<file path="config.mk">
export PLATFORM = sky130hd
export DESIGN_NAME = cache_controller
export DESIGN_NICKNAME = d
export VERILOG_FILES = /design/src/rtl/cache_controller.sv
export SDC_FILE = /design/constraint.sdc
export NUM_CORES = 1
export LEC_CHECK = 0
export CORE_MARGIN = 4
export CORE_UTILIZATION = 51
export CTS_CLUSTER_DIAMETER = 40
export CTS_CLUSTER_SIZE = 30
export DETAILED_ROUTE_END_ITERATION = 12
export GPL_TIMING_DRIVEN = 0
export PLACE_DENSITY = 0.84
export SLEW_MARGIN = 20
export SYNTH_ARGS = -nofsm -noshare
export SYNTH_HDL_FRONTEND = slang
export SYNTH_SLANG_ARGS = --single-unit
</file>
<file path="constraint.sdc">
create_clock -name clk -period 2.3 [get_ports clk]
set_input_delay 0.46 -clock clk [delete_from_list [all_inputs] [get_ports clk]]
set_output_delay 0.46 -clock clk [all_outputs]
set_load 0.02 [all_outputs]
</file>
<file path="src/rtl/cache_controller.sv">
// MEM-stage data cache sequencer: write-hit updates, dirty-victim writeback, line refill,
// pipeline stall generation and a saturating miss counter.
module cache_controller #(
    parameter int MEM_LATENCY = 4,
    parameter int CNT_W       = 16
) (
    input  logic             clk,
    input  logic             rst_b,
    input  logic             mem_read,
    input  logic             mem_write,
    input  logic             cache_hit,
    input  logic             cache_dirty,
    output logic             stall,
    output logic             we_cache,
    output logic             cache_input_type,
    output logic             set_dirty,
    output logic             set_valid,
    output logic             memory_address_type,
    output logic             mem_we,
    output logic [CNT_W-1:0] miss_count,
    output logic [1:0]       dbg_state
);

    localparam int CW = (MEM_LATENCY > 1) ? $clog2(MEM_LATENCY) : 1;
    localparam logic [CW-1:0] LAST_CNT = CW'(MEM_LATENCY - 1);

    localparam logic [1:0] ST_IDLE      = 2'd0;
    localparam logic [1:0] ST_WRITEBACK = 2'd1;
    localparam logic [1:0] ST_REFILL    = 2'd2;

    logic [1:0]       state_q, state_d;
    logic [CW-1:0]    cnt_q, cnt_d;
    logic [CNT_W-1:0] miss_count_q, miss_count_d;
    logic             req;
    logic             last_beat;

    assign req       = mem_read | mem_write;
    assign last_beat = (cnt_q == LAST_CNT);

    always_comb begin
        state_d             = state_q;
        cnt_d               = cnt_q;
        miss_count_d        = miss_count_q;
        stall               = 1'b0;
        we_cache            = 1'b0;
        cache_input_type    = 1'b0;
        set_dirty           = 1'b0;
        set_valid           = 1'b0;
        memory_address_type = 1'b0;
        mem_we              = 1'b0;

        case (state_q)
            ST_IDLE: begin
                if (req && cache_hit) begin
                    // A simultaneous read+write is a store.
                    if (mem_write) begin
                        we_cache         = 1'b1;
                        cache_input_type = 1'b1;
                        set_dirty        = 1'b1;
                        set_valid        = 1'b1;
                    end
                end else if (req) begin
                    stall = 1'b1;
                    cnt_d = '0;
                    if (miss_count_q != {CNT_W{1'b1}}) begin
                        miss_count_d = miss_count_q + CNT_W'(1);
                    end
                    state_d = cache_dirty ? ST_WRITEBACK : ST_REFILL;
                end
            end

            ST_WRITEBACK: begin
                stall               = 1'b1;
                memory_address_type = 1'b1;
                mem_we              = 1'b1;
                if (last_beat) begin
                    cnt_d   = '0;
                    state_d = ST_REFILL;
                end else begin
                    cnt_d = cnt_q + CW'(1);
                end
            end

            ST_REFILL: begin
                stall = 1'b1;
                if (last_beat) begin
                    // Line arrives on the final beat; the request retries as a hit next cycle.
                    we_cache  = 1'b1;
                    set_valid = 1'b1;
                    cnt_d     = '0;
                    state_d   = ST_IDLE;
                end else begin
                    cnt_d = cnt_q + CW'(1);
                end
            end

            default: begin
                cnt_d   = '0;
                state_d = ST_IDLE;
            end
        endcase
    end

    always_ff @(posedge clk) begin
        if (!rst_b) begin
            state_q      <= ST_IDLE;
            cnt_q        <= '0;
            miss_count_q <= '0;
        end else begin
            state_q      <= state_d;
            cnt_q        <= cnt_d;
            miss_count_q <= miss_count_d;
        end
    end

    assign miss_count = miss_count_q;
    assign dbg_state  = state_q;

endmodule

</file>
==> impl_metrics.env <==
export IMPL_syn2layout_area_growth_pct=30.8
export IMPL_finalNetCount=182
export IMPL_grt_util_all_layers_pct=19.8
export IMPL_hold_buffers=0
export IMPL_cts_made_buffers=3
export IMPL_synth_mux_area_share_pct=1.74
export IMPL_rrSetupSlack_ps=450
export IMPL_cp_data_arrival_time_ps=1770
export IMPL_async_flop_share_pct=0
export IMPL_synth_top_family_by_area="simple AND/OR/NAND/NOR gates"
export IMPL_drtAntennaViolNets=0
export IMPL_drc=0
export IMPL_cts_max_level=1
export IMPL_synth_ff_type="dfxtp_1"
export IMPL_synth_top_area_cell="dfxtp_1"
export IMPL_drive_gt1_share_pct=13.7
export IMPL_grt_overflow_total=0
export IMPL_antenna_found_initial=0
export IMPL_grt_max_degree=11
export IMPL_synthSimpleGateAreaFrac_pct=29.7
export IMPL_cap_violations=0
export IMPL_synth_area_um2=1150
export IMPL_total_power_w=0.000861
export IMPL_synth_compound_area_share_pct=21.4
export IMPL_cp_required_ps=1840
export IMPL_seq_area_frac_synth_pct=34.7
export IMPL_initial_core_util_pct=55.9
export IMPL_yosys_warnings=0
export IMPL_period_minus_slack_ps=2230
export IMPL_grt_pass1_wl_um=5150
export IMPL_p_leak_nw=0.538
export IMPL_rsz0062_at_grt="false"
export IMPL_stdcell_count=195
export IMPL_dieArea_um2=3090
export IMPL_row_count=16
export IMPL_synth_distinct_cells=37
export IMPL_hold_ws_ps=493
export IMPL_fmax_mhz=447
export IMPL_setup_viol=0
export IMPL_hold_violations=0
export IMPL_setup_total_negative_slack_ps=0
export IMPL_wl_per_cell_um=15.9
export IMPL_dp_cells=192
export IMPL_io_pins=31
export IMPL_dr_pass1_iters=4
export IMPL_vias=1213
export IMPL_outcome="completed"
export IMPL_syn_num_nets=147
export IMPL_reg2regPathDepth=5
export IMPL_clkTransAtPathRegs_ps=110
export IMPL_cts_root_buf="clkbuf_4"
export IMPL_clock_sinks=20
export IMPL_end_kind="output pin"
export IMPL_tightest_slew_ps=530
export IMPL_dieHeight_um=55.6
export IMPL_io_buffers=30
export IMPL_finalCritPeriodShare_pct=97.2
export IMPL_hpwlAfterDp_um=2220
export IMPL_slew_violations=0
export IMPL_fin_skew_ps=1.39
export IMPL_ys_ff_latch=20
export IMPL_start_kind="register"
export IMPL_tritoncts="built"
export IMPL_cts_max_path_buffers=2
export IMPL_synth_edf_count=0
export IMPL_place_congestion=0.779
export IMPL_post_cts_buffers=0
export IMPL_drtIter0Drc=41
export IMPL_synth_top_area_share_pct=34.7
export IMPL_viasPerCell=6.22
export IMPL_worstHoldPathType="reg -> reg"
export IMPL_peakVddDrop_uv=492
export IMPL_whs_path_depth=2
export IMPL_antennaDiodeCount=0
export IMPL_cp_max_fo=10
export IMPL_synthCells=135
export IMPL_synth_adder_area_share_pct=6.51
export IMPL_grt_pass1_vias=1113
export IMPL_worstSkewPairLatency_ps=300
export IMPL_syn_avg_cell_area_um2=8.55
export IMPL_power_density_nw_per_um2=571
export IMPL_wirelength_um=3110
export IMPL_synth_xor_area_share_pct=0
export IMPL_timing_slew_headroom_pct=64.7
export IMPL_coreArea_um2=2060
export IMPL_crit_type="reg -> out"
export IMPL_synth_area_leaders="dfxtp_1 (35%), a21oi_1 (8.2%), ha_1 (6.5%), o31ai_1 (5.2%), nand3_1 (4.8%)"
export IMPL_die_w_um=55.6
## cells by family after synthesis
group / count (synthesis)
and+or+nand+nor: 54
muxes: 2
AOI/OAI and AO/OA: 40
buffers and inverters: 13
DFF: 20
adders and majority gates: 6
## cell usage after synthesis (3+ instances only)
cell / count
a21oi_1: 19
buf_4: 3
dfxtp_1: 20
ha_1: 6
inv_1: 6
nand2_1: 10
nand3_1: 11
nand4_1: 4
o21ai_0: 5
o31ai_1: 8
or3_1: 4
or4_1: 6
## flip-flops by register name, summed over array words and instances (netlist names)
signal / cells
cnt_q: 2
dbg_state: 2
miss_count: 16
## worst max-delay path, cell delays in order (launching register included)
cell and delay, ps:
dfxtp_2 360, inv_1 110, ha_2 220, buf_6 140, and3_1 210, buf_4 120, dlygate4sd2_1 320
## area by class of cell
cell class / instances / area [um2]
Fill cell: 161 / 553
Tap cell: 27 / 33.8
Multi-Input combinational cell: 102 / 696
Sequential cell: 20 / 403
Timing Repair Buffer: 30 / 285
Buffer: 6 / 42.5
Inverter: 7 / 26.3
Clock buffer: 3 / 22.5
## metrics by stage
stage / util, % / worst slack (ps) / area, um2
3_3_place_gp: 72.1 / -337 / 1490
3_5_place_dp: 72.1 / -373 / 1490
2_1_floorplan: - / 195 / 1150
4_1_cts: 73.2 / -11.7 / 1510
5_1_grt: 73.2 / 4.67 / 1510
6_report: 73.2 / 65.3 / 1510
## final timing paths
check	endpoint	from
max	set_dirty	dbg_state[0]
min	cnt_q[1]	cnt_q[1]
max reg2reg	miss_count[2]	miss_count[5]
min reg2reg	cnt_q[1]	cnt_q[1]
## layout by cell type, fill, tap and decap left out, types with 2 or more instances in the layout
cell type | Yosys | final
clkdlybuf4s50_1 | 0 | 25
a21oi_1 | 19 | 19
dfxtp_1 | 20 | 18
nand3_1 | 11 | 11
nand2_1 | 10 | 9
o31ai_1 | 8 | 8
inv_1 | 6 | 6
or4_1 | 6 | 6
o21ai_0 | 5 | 5
ha_1 | 6 | 5
nand4_1 | 4 | 4
or3_1 | 4 | 4
buf_4 | 3 | 4
clkbuf_4 | 0 | 3
and3_1 | 2 | 2
a21o_1 | 2 | 2
nand4_2 | 2 | 2
buf_2 | 1 | 2
nor3_1 | 2 | 2
o21bai_1 | 2 | 2
nand2b_1 | 2 | 2
nor4_1 | 2 | 2
mux2i_1 | 2 | 2
dfxtp_2 | 0 | 2
dlygate4sd2_1 | 0 | 2
## where the power goes
group / switching [W] / internal [W]
logic: 0.000174 / 0.000130
registers: 0.0000215 / 0.000366
clock network: 0.000108 / 0.0000610
## routing by layer
layer | vias to the layer above | track usage, % | wire length (um)
met1 | 548 | 26.6 | 1320
met5 | - | 0 | 0
met2 | 75 | 31.1 | 1480
met4 | 0 | 6.94 | 31
li1 | 582 | - | -
met3 | 8 | 4.43 | 278
## what timing repair did
item,in CTS,in global routing
setup endpoints to repair,5,4
pin swaps,0,0
resized for setup,11,5
(Power assumes the default switching activity.)
